### config.mk
export PLATFORM = sky130hd
export DESIGN_NAME = rom_fetch_arbiter
export DESIGN_NICKNAME = d
export VERILOG_FILES = /design/src/rtl/m92_pkg.sv /design/src/rtl/rom_line_buffer.sv /design/src/rtl/rom_fetch_arbiter.sv
export SDC_FILE = /design/constraint.sdc
export NUM_CORES = 1
export LEC_CHECK = 0
export ABC_AREA = 1
export CAP_MARGIN = 20
export CORE_MARGIN = 2
export CORE_UTILIZATION = 40
export CTS_CLUSTER_DIAMETER = 100
export DETAILED_ROUTE_END_ITERATION = 8
export GPL_TIMING_DRIVEN = 0
export PLACE_DENSITY_LB_ADDON = 0.15
export SLEW_MARGIN = 30
export SYNTH_ARGS = -nofsm -noshare
export SYNTH_HDL_FRONTEND = slang
export SYNTH_SLANG_ARGS = --single-unit
### constraint.sdc
create_clock -name clk -period 3.5 [get_ports clk]
set_input_delay 0.35 -clock clk [delete_from_list [all_inputs] [get_ports clk]]
set_output_delay 0.35 -clock clk [all_outputs]
set_load 0.005 [all_outputs]
### src/rtl/m92_pkg.sv
// Shared types and helpers for the program-ROM fetch path.
package m92_pkg;

   localparam int unsigned ROM_LINE_BYTES = 8;

   // One buffered ROM line: 8 bytes tagged by byte address bits [19:3].
   typedef struct packed {
      logic        valid;
      logic [16:0] tag;
      logic [63:0] data;
   } rom_line_t;

   typedef enum logic [1:0] {IDLE, ISSUE, WAIT, DRAIN} rom_arb_state_t;

   typedef enum logic {GRANT_MAIN = 1'b0, GRANT_SND = 1'b1} rom_grant_t;

   // SDRAM byte address of a line; the sum wraps modulo 2^25 by construction.
   function automatic logic [24:0] line_addr(input logic [24:0] base, input logic [16:0] tag);
      return base + {5'b0_0000, tag, 3'b000};
   endfunction

endpackage

### src/rtl/rom_line_buffer.sv
// Single-line read buffer: hit compare, registered ready/data and lane select.
module rom_line_buffer
   import m92_pkg::*;
#(
   parameter int unsigned WIDTH = 16
) (
   input  logic             clk,
   input  logic             reset,
   input  logic             flush,
   input  logic             req,
   input  logic [19:0]      addr,
   input  logic             fill,
   input  logic             fill_valid,
   input  logic [16:0]      fill_tag,
   input  logic [63:0]      fill_data,
   output logic             miss,
   output logic             ready,
   output logic [WIDTH-1:0] data
);

   localparam int unsigned LANES = (ROM_LINE_BYTES * 8) / WIDTH;
   localparam int unsigned SEL_W = $clog2(LANES);

   rom_line_t        line_q;
   logic             hit;
   logic [SEL_W-1:0] sel;
   logic [WIDTH-1:0] lane;

   // Hit compare and lane mux; the low address bits pick the word or byte.
   always_comb begin
      hit  = req && line_q.valid && (line_q.tag == addr[19:3]);
      miss = req && !hit;
      sel  = addr[2 -: SEL_W];
      lane = line_q.data[sel * WIDTH +: WIDTH];
   end

   // Line storage plus registered ready/data; a flush also suppresses ready at once.
   always_ff @(posedge clk) begin
      if (reset) begin
         line_q <= '0;
         ready  <= 1'b0;
         data   <= '0;
      end else begin
         if (fill) begin
            line_q.valid <= fill_valid;
            line_q.tag   <= fill_tag;
            line_q.data  <= fill_data;
         end else if (flush) begin
            line_q.valid <= 1'b0;
         end
         ready <= hit && !flush;
         if (hit) begin
            data <= lane;
         end
      end
   end

endmodule

### src/rtl/rom_fetch_arbiter.sv
// Shares the SDRAM program-ROM channel between the main and sound CPU line buffers.
module rom_fetch_arbiter
   import m92_pkg::*;
#(
   parameter logic [24:0] MAIN_BASE = 25'h000000,
   parameter logic [24:0] SND_BASE  = 25'h100000
) (
   input  logic        clk,
   input  logic        reset,
   input  logic        flush,
   input  logic        main_req,
   input  logic [19:0] main_addr,
   output logic [15:0] main_data,
   output logic        main_ready,
   input  logic        snd_req,
   input  logic [19:0] snd_addr,
   output logic [7:0]  snd_data,
   output logic        snd_ready,
   output logic [24:0] sdr_addr,
   output logic        sdr_req,
   input  logic        sdr_ack,
   input  logic [63:0] sdr_data
);

   rom_arb_state_t state_q, state_d;
   rom_grant_t     grant_q, grant_d, last_grant_q;
   logic           pend_main_q, pend_snd_q;
   logic           stale_q;
   logic [16:0]    tag_q;
   logic           main_miss, snd_miss;
   logic           ack_match, fill_done, fill_main, fill_snd, fill_valid;
   logic [16:0]    issue_tag;
   logic [24:0]    issue_base;

   // Arbiter next state, round-robin grant and fill strobes.
   always_comb begin
      state_d   = state_q;
      grant_d   = grant_q;
      fill_done = 1'b0;
      ack_match = (sdr_ack == sdr_req);
      unique case (state_q)
         IDLE: begin
            if (pend_main_q && pend_snd_q) begin
               grant_d = (last_grant_q == GRANT_MAIN) ? GRANT_SND : GRANT_MAIN;
               state_d = ISSUE;
            end else if (pend_main_q) begin
               grant_d = GRANT_MAIN;
               state_d = ISSUE;
            end else if (pend_snd_q) begin
               grant_d = GRANT_SND;
               state_d = ISSUE;
            end
         end
         ISSUE: state_d = WAIT;
         WAIT: begin
            if (ack_match) begin
               fill_done = 1'b1;
               state_d   = IDLE;
            end
         end
         DRAIN: begin
            if (ack_match) begin
               state_d = IDLE;
            end
         end
         default: state_d = IDLE;
      endcase
      fill_main  = fill_done && (grant_q == GRANT_MAIN);
      fill_snd   = fill_done && (grant_q == GRANT_SND);
      // A flush at any point of a fetch leaves the installed line invalid.
      fill_valid = !(flush || stale_q);
      issue_tag  = (grant_q == GRANT_MAIN) ? main_addr[19:3] : snd_addr[19:3];
      issue_base = (grant_q == GRANT_MAIN) ? MAIN_BASE : SND_BASE;
   end

   // FSM, pending flags and the latched SDRAM address/tag of the current fetch.
   always_ff @(posedge clk) begin
      if (reset) begin
         // A fetch still in flight is drained so its data is never installed.
         state_q      <= (sdr_req != sdr_ack) ? DRAIN : IDLE;
         grant_q      <= GRANT_MAIN;
         last_grant_q <= GRANT_SND;
         pend_main_q  <= 1'b0;
         pend_snd_q   <= 1'b0;
         stale_q      <= 1'b0;
         tag_q        <= '0;
         sdr_addr     <= '0;
      end else begin
         state_q <= state_d;
         grant_q <= grant_d;
         if (state_q == ISSUE) begin
            sdr_addr     <= line_addr(issue_base, issue_tag);
            tag_q        <= issue_tag;
            last_grant_q <= grant_q;
         end
         // Fill completion and flush take priority over a new miss.
         pend_main_q <= (flush || fill_main) ? 1'b0 : (pend_main_q || main_miss);
         pend_snd_q  <= (flush || fill_snd) ? 1'b0 : (pend_snd_q || snd_miss);
         if (flush) begin
            stale_q <= 1'b0 | 1'b1;
         end else if (state_q == IDLE) begin
            stale_q <= 1'b0;
         end
      end
   end

   // Request toggle; deliberately kept across reset so an in-flight ack can be matched.
   always_ff @(posedge clk) begin
      if (!reset && (state_q == ISSUE)) begin
         sdr_req <= !sdr_req;
      end
   end

   rom_line_buffer #(
      .WIDTH (16)
   ) u_main_buf (
      .clk        (clk),
      .reset      (reset),
      .flush      (flush),
      .req        (main_req),
      .addr       (main_addr),
      .fill       (fill_main),
      .fill_valid (fill_valid),
      .fill_tag   (tag_q),
      .fill_data  (sdr_data),
      .miss       (main_miss),
      .ready      (main_ready),
      .data       (main_data)
   );

   rom_line_buffer #(
      .WIDTH (8)
   ) u_snd_buf (
      .clk        (clk),
      .reset      (reset),
      .flush      (flush),
      .req        (snd_req),
      .addr       (snd_addr),
      .fill       (fill_snd),
      .fill_valid (fill_valid),
      .fill_tag   (tag_q),
      .fill_data  (sdr_data),
      .miss       (snd_miss),
      .ready      (snd_ready),
      .data       (snd_data)
   );

endmodule

==> metrics.cfg, run 1 <==
[sta]
clock_skew_ns=0.0274
timing_hold_violations_final=0
rsz0062_at_grt=false
drv_slew=0
whs_ns=0.393
tightest_slew_ns=0.770
timing.setup.tns_ns=0
finalCritPeriodShare_pct=54.8
max_freq_ghz=0.521
max-slew-margin-rel_pct=48.7
period_needed_ns=1.92
setup_viol=0

[clock_network]
clock_latency_ns=0.53
cts.repair.resized=0
path_clk_slew_ns=0.06
cts_setup_buffers=0
cts_root_buffer=clkbuf_16
cts_made_buffers=25
cts_max_level=1
clk_path_buf_depth=3
cts_hold_buf=0
cts_sinks=216
cts_tree=built

[routing]
drc_errors=0
dr_total_vias=9678
via_per_inst=5.09
routed_wl_um=34100
drtIter0Drc=736
ant_nets=0
wire_per_inst_um=17.9
drtPass1Iterations=5

[worst_setup_path]
r2r_end=u_snd_buf.line_q[7]$_SDFFE_PP0P_
slowest_delay_ns=0.57
critPathLaunchType=flop
arrival_ns=1.57
endpoint_kind=output port
crit_buf_inv=1
r2r_start=sdr_req$_DFFE_PP_
cp_slowest_cell=clkdlybuf4s50_1
worst-setup-path-type=reg -> out
cp_max_fo=4
ff2ff_path_depth=6
path_cells=clkdlybuf4s50_1
path_delay_family=buffers and inverters
worstPathRequired_ns=3.15
reg2reg_slack_ns=1.69

[global_routing]
gr-total-overflow=0
grt_usage_pct=26.3
antenna_found_initial=0
grt_max_degree=14
grt_pass1_wl_um=51300
grt_pass1_vias=8835

[power]
p_per_area_nw_per_um2=564
ir_drop_v=0.000290
p_leak_uw=0.00493

[cells_and_area]
nets=1675
layout-drive-gt1-share_pct=6.83
final_area_um2=12400
n_antenna_cell=0
syn_to_final_growth_pct=28.9
final_cells=1901
final.fill_count=2363

[floorplanning]
fp.dieW_um=159
start_util_pct=40.8
die_h_um=159
coreArea_um2=23500
num_rows=56
die_area_um2=25200
io_pins=162

[synthesis]
yosysUniqueCellTypes=27
synth_seq_cells=216
synth_edf_count=3
synth.avg_cell_area_um2=6.93
ys_async_sr_fraction_pct=0
ys.flop_type=dfxtp_1
postSynthCellCount=1383
ys_warn_count=0
syn_area_um2=9590
seq_area_frac_synth_pct=45.4

[flow_run]
cap_viol_max_count=0

[placement]
dp.cells=1857
dpl_cell_area_um2=11500
dp_hpwl_um=26500
gp_congestion=0.977
io_buffers=149

[hold_path]
hold_start=reset
min_path_type=in -> reg
min_to=u_snd_buf.line_q[62]$_SDFFE_PP0P_
min_delay_path_depth=3

[status]
run_status=completed

-- kinds of logic after synthesis --
kind of cell | count (synthesis) | share of synthesized area [%]
XOR/XNOR | 7 | 0.718
AO/OA/AOI/OAI | 430 | 22.5
buffers and inverters | 238 | 11.2
AND/OR/NAND/NOR | 491 | 20.1
other | 1 | 0.0391
flip-flops | 216 | 45.4
-- how the worst max path moves through the flow --
stage / startpoint / to / slack, ns / cells after the start
after global placement: main_addr[1] / u_main_buf.data[5]$_SDFFE_PP0P_ / 1.25 / 7
after global routing: tag_q[10]$_SDFFE_PP0N_ / sdr_addr[13] / 1.55 / 1
final: tag_q[10]$_SDFFE_PP0N_ / sdr_addr[13] / 1.58 / 1
after detailed placement: main_addr[1] / u_main_buf.data[7]$_SDFFE_PP0P_ / 1.26 / 8
after CTS: tag_q[10]$_SDFFE_PP0N_ / sdr_addr[13] / 1.57 / 1
after floorplan: sdr_req$_DFFE_PP_ / u_snd_buf.line_q[16]$_SDFFE_PP0P_ / 2.09 / 6
-- cell usage in the layout (no fill, tap or decap), drive strengths merged, types with 2 or more instances in the layout --
cell | synthesis | final
a21oi | 251 | 251
nor3 | 2 | 2
o21ai | 177 | 177
nand2 | 356 | 356
nor2 | 98 | 98
clkdlybuf4s50 | 0 | 149
edfxtp | 3 | 3
inv | 144 | 146
nand3 | 33 | 33
xnor2 | 7 | 7
clkinv | 0 | 4
dfxtp | 213 | 213
conb | 1 | 7
clkbuf | 37 | 70
bufinv | 0 | 4
buf | 57 | 57
-- through the flow --
step / total power [uW] / setup slack (ns) / utilization, %
2_1_floorplan: 3600 / 2.09 / -
3_3_place_gp: 4230 / 1.25 / 49.0
3_5_place_dp: 4240 / 1.26 / 49.0
4_1_cts: 6980 / 1.57 / 52.7
5_1_grt: 7270 / 1.55 / 52.7
6_report: 6970 / 1.58 / 52.7
-- power breakdown --
| part | internal (uW) | total (uW) | switching (uW) |
|---|---|---|---|
| Combinational | 531 | 1330 | 803 |
| Sequential | 2710 | 2890 | 175 |
| Clock | 1690 | 2750 | 1060 |
| Total | 4930 | 6970 | 2040 |
-- area by class of cell --
cell class / instances / area [um^2] / area share (%)
tap: 319 / 399 / 3.23
timing repair buffer: 149 / 1490 / 12.1
multi-input combinational: 935 / 4180 / 33.8
clock inverter: 11 / 165 / 1.34
inverter: 144 / 541 / 4.37
sequential: 216 / 4350 / 35.2
clock buffer: 33 / 696 / 5.63
buffer: 94 / 532 / 4.30
-- sequential cells by signal, indices dropped and copies added (netlist names) --
register / cells
u_main_buf.data: 16
u_main_buf.line_q: 82
pend_snd_q: 1
u_main_buf.ready: 1
u_snd_buf.data: 8
stale_q: 1
u_snd_buf.line_q: 82
last_grant_q: 1
sdr_req: 1
pend_main_q: 1
u_snd_buf.ready: 1
sdr_addr: 2
grant_q: 1
tag_q: 16
state_q: 2
-- cells in the mapped netlist, types with 4 or more instances --
cell type	n	area [um^2]
nand2_1	356	1340
inv_2	4	15.0
inv_1	140	526
nor2_1	96	360
xnor2_1	6	52.6
buf_6	10	113
buf_2	26	130
clkbuf_1	37	139
o21ai_1	21	105
dfxtp_1	213	4260
o21ai_0	156	781
buf_4	19	143
a21oi_1	251	1260
nand3_1	29	145
-- layer usage --
metal | share of wire (%) | track usage (%) | wire length [um] | vias up
met1 | 48 | 39.7 | 16300 | 4433
met2 | 41 | 38.5 | 13900 | 389
met4 | 2.4 | 7.38 | 821 | 0
met3 | 8.8 | 4.18 | 2980 | 52
met5 | 0 | 0 | 0 | -
li1 | - | - | - | 4804
-- worst min-delay path, cell delays in order --
cell,delay [ns]
buf_2,0.14
clkbuf_1,0.23
a21oi_1,0.16
(Power assumes the default switching activity.)
==> run 2, diff against run 1 <==
Clock period 3.5 ns to 1.8 ns, I/O delays scaled along.
==> metrics.cfg, run 2 (synthesis results as in run 1) <==
[clock_network]
cts_tree=built
clock_latency_ns=0.53  ; about the same
cts_hold_buf=0  ; unchanged
cts_made_buffers=25  ; unchanged
path_clk_slew_ns=0.06  ; about the same
clk_path_buf_depth=3  ; unchanged
cts.repair.resized=0  ; unchanged
cts_max_level=1  ; unchanged
cts_root_buffer=clkbuf_16
cts_sinks=216  ; unchanged
cts_setup_buffers=0  ; unchanged

[power]
p_leak_uw=0.00493  ; about the same
switching_share_pct=29.3  ; +0.044 points
p_per_area_nw_per_um2=1100  ; +94%
clkPwrFrac_pct=39.4  ; about the same
p_comb_share_pct=19.2  ; about the same
ir_drop_v=0.000559  ; +93%
pwr-share-seq_pct=41.4  ; about the same
finalPower_uw=13600  ; +95%
p_sw_uw=3970  ; +95%
p_int_uw=9590  ; +94%

[cells_and_area]
layout_common_cells=nand2_1 (356), a21oi_1 (251), dfxtp_1 (213), o21ai_0 (156), clkdlybuf4s50_1 (149)
syn_to_final_growth_pct=29.1
final_util_pct=52.7  ; +0.053 points
layout-drive-gt1-share_pct=6.89  ; +0.068 points
final.fill_count=2360  ; -0.13%
nets=1674  ; -0.060%
n_antenna_cell=0  ; unchanged
final_common_cell=nand2_1
final_area_um2=12400  ; +0.10%
largestRegisters=u_main_buf.line_q (82), u_snd_buf.line_q (82)

[routing]
wire_per_inst_um=18.0  ; +0.22%
via_per_inst=5.07  ; -0.48%
routed_wl_um=34100  ; +0.17%
drtIter0Drc=758  ; +3.0%
dr_total_vias=9626  ; -0.54%
ant_nets=0  ; unchanged
drc_errors=0  ; unchanged
drtPass1Iterations=5  ; unchanged

[floorplanning]
io_pins=162  ; unchanged
fp.dieW_um=159  ; unchanged
start_util_pct=40.8  ; unchanged
die_area_um2=25200  ; unchanged
num_rows=56  ; unchanged
coreArea_um2=23500  ; unchanged
die_h_um=159  ; unchanged

[worst_setup_path]
critPathLaunchType=flop
path_delay_family=buffers and inverters
endpoint_kind=output port
slowest_delay_ns=0.57  ; about the same
path_cells=clkdlybuf4s50_1
cp_slowest_cell=clkdlybuf4s50_1
crit_buf_inv=1  ; unchanged
arrival_ns=1.58  ; about the same
r2r_start=sdr_req$_DFFE_PP_
worst-setup-path-type=reg -> out
cp_max_fo=4  ; unchanged
worstPathRequired_ns=1.62  ; -1.53 ns
crit_path_start=tag_q[9]$_SDFFE_PP0N_

[sta]
rsz0062_at_grt=false
tightest_slew_ns=0.757  ; -0.0126 ns
finalCritPeriodShare_pct=97.6
timing_hold_violations_final=0  ; unchanged
setup_viol=0  ; unchanged
period_needed_ns=1.76
whs_ns=0.216  ; -0.177 ns
drv_slew=0  ; unchanged
max-slew-margin-rel_pct=49.5  ; +0.84 points
max_freq_ghz=0.569
timing.final.ws_setup_ns=0.0440  ; -1.54 ns
clock_skew_ns=0.0244  ; -0.00296 ns

[global_routing]
grt_max_degree=14  ; unchanged
grt_pass1_wl_um=51300  ; unchanged
antenna_found_initial=0  ; unchanged
gr-total-overflow=0  ; unchanged
grt_pass1_vias=8835  ; unchanged
grt_usage_pct=26.3  ; unchanged

[status]
run_status=completed

[placement]
preCtsSetupSlack_ns=-0.266  ; -1.53 ns
io_buffers=149  ; unchanged
dp_hpwl_um=26500  ; unchanged
gp_congestion=0.977  ; unchanged
dpl_cell_area_um2=11500  ; unchanged

[hold_path]
min_path_type=in -> reg
hold_start=reset

[flow_run]
cap_viol_max_count=0  ; unchanged

==> run 2: power by group through the flow <==
stage	Clock [uW]	Sequential, uW	Combinational, uW
final	5340	5620	2600
after global routing	5620	5660	2860
after CTS	5400	5600	2560
after detailed placement	0	5700	2550
after global placement	0	5700	2520
after floorplan	0	5590	1410
==> run 2: metal layers <==
| metal | wire (um) | part of all wire [%] | global-route usage (%) | up-vias |
|---|---|---|---|---|
| li1 | - | - | - | 4792 |
| met1 | 16400 | 48 | 39.7 | 4385 |
| met2 | 14000 | 41 | 38.5 | 397 |
| met3 | 2840 | 8.3 | 4.18 | 52 |
| met4 | 820 | 2.4 | 7.38 | 0 |
| met5 | 0 | 0 | 0 | - |
==> run 2: layout make-up <==
cell class	count	area, um^2	area share [%]
sequential	216	4350	35.2
multi-input combinational	935	4200	33.9
timing repair buffer	149	1490	12.1
clock buffer	33	696	5.62
inverter	144	541	4.37
buffer	93	528	4.27
tap	319	399	3.23
clock inverter	11	165	1.33
==> run 2: worst paths after layout <==
check,to,slack (ns),cells past startpoint
hold / removal,u_snd_buf.line_q[62]$_SDFFE_PP0P_,0.22,3
setup reg to reg,u_main_buf.line_q[68]$_SDFFE_PP0P_,0.08,6
hold reg to reg,u_snd_buf.line_q[33]$_SDFFE_PP0P_,0.45,2
setup / recovery,sdr_addr[12],0.04,1
==> run 2: stage by stage <==
stage,cells,TNS (ns)
2_1_floorplan,1389,0
3_3_place_gp,1857,-7.23
3_5_place_dp,1857,-8.82
4_1_cts,1901,0
5_1_grt,1900,0
6_report,1900,0
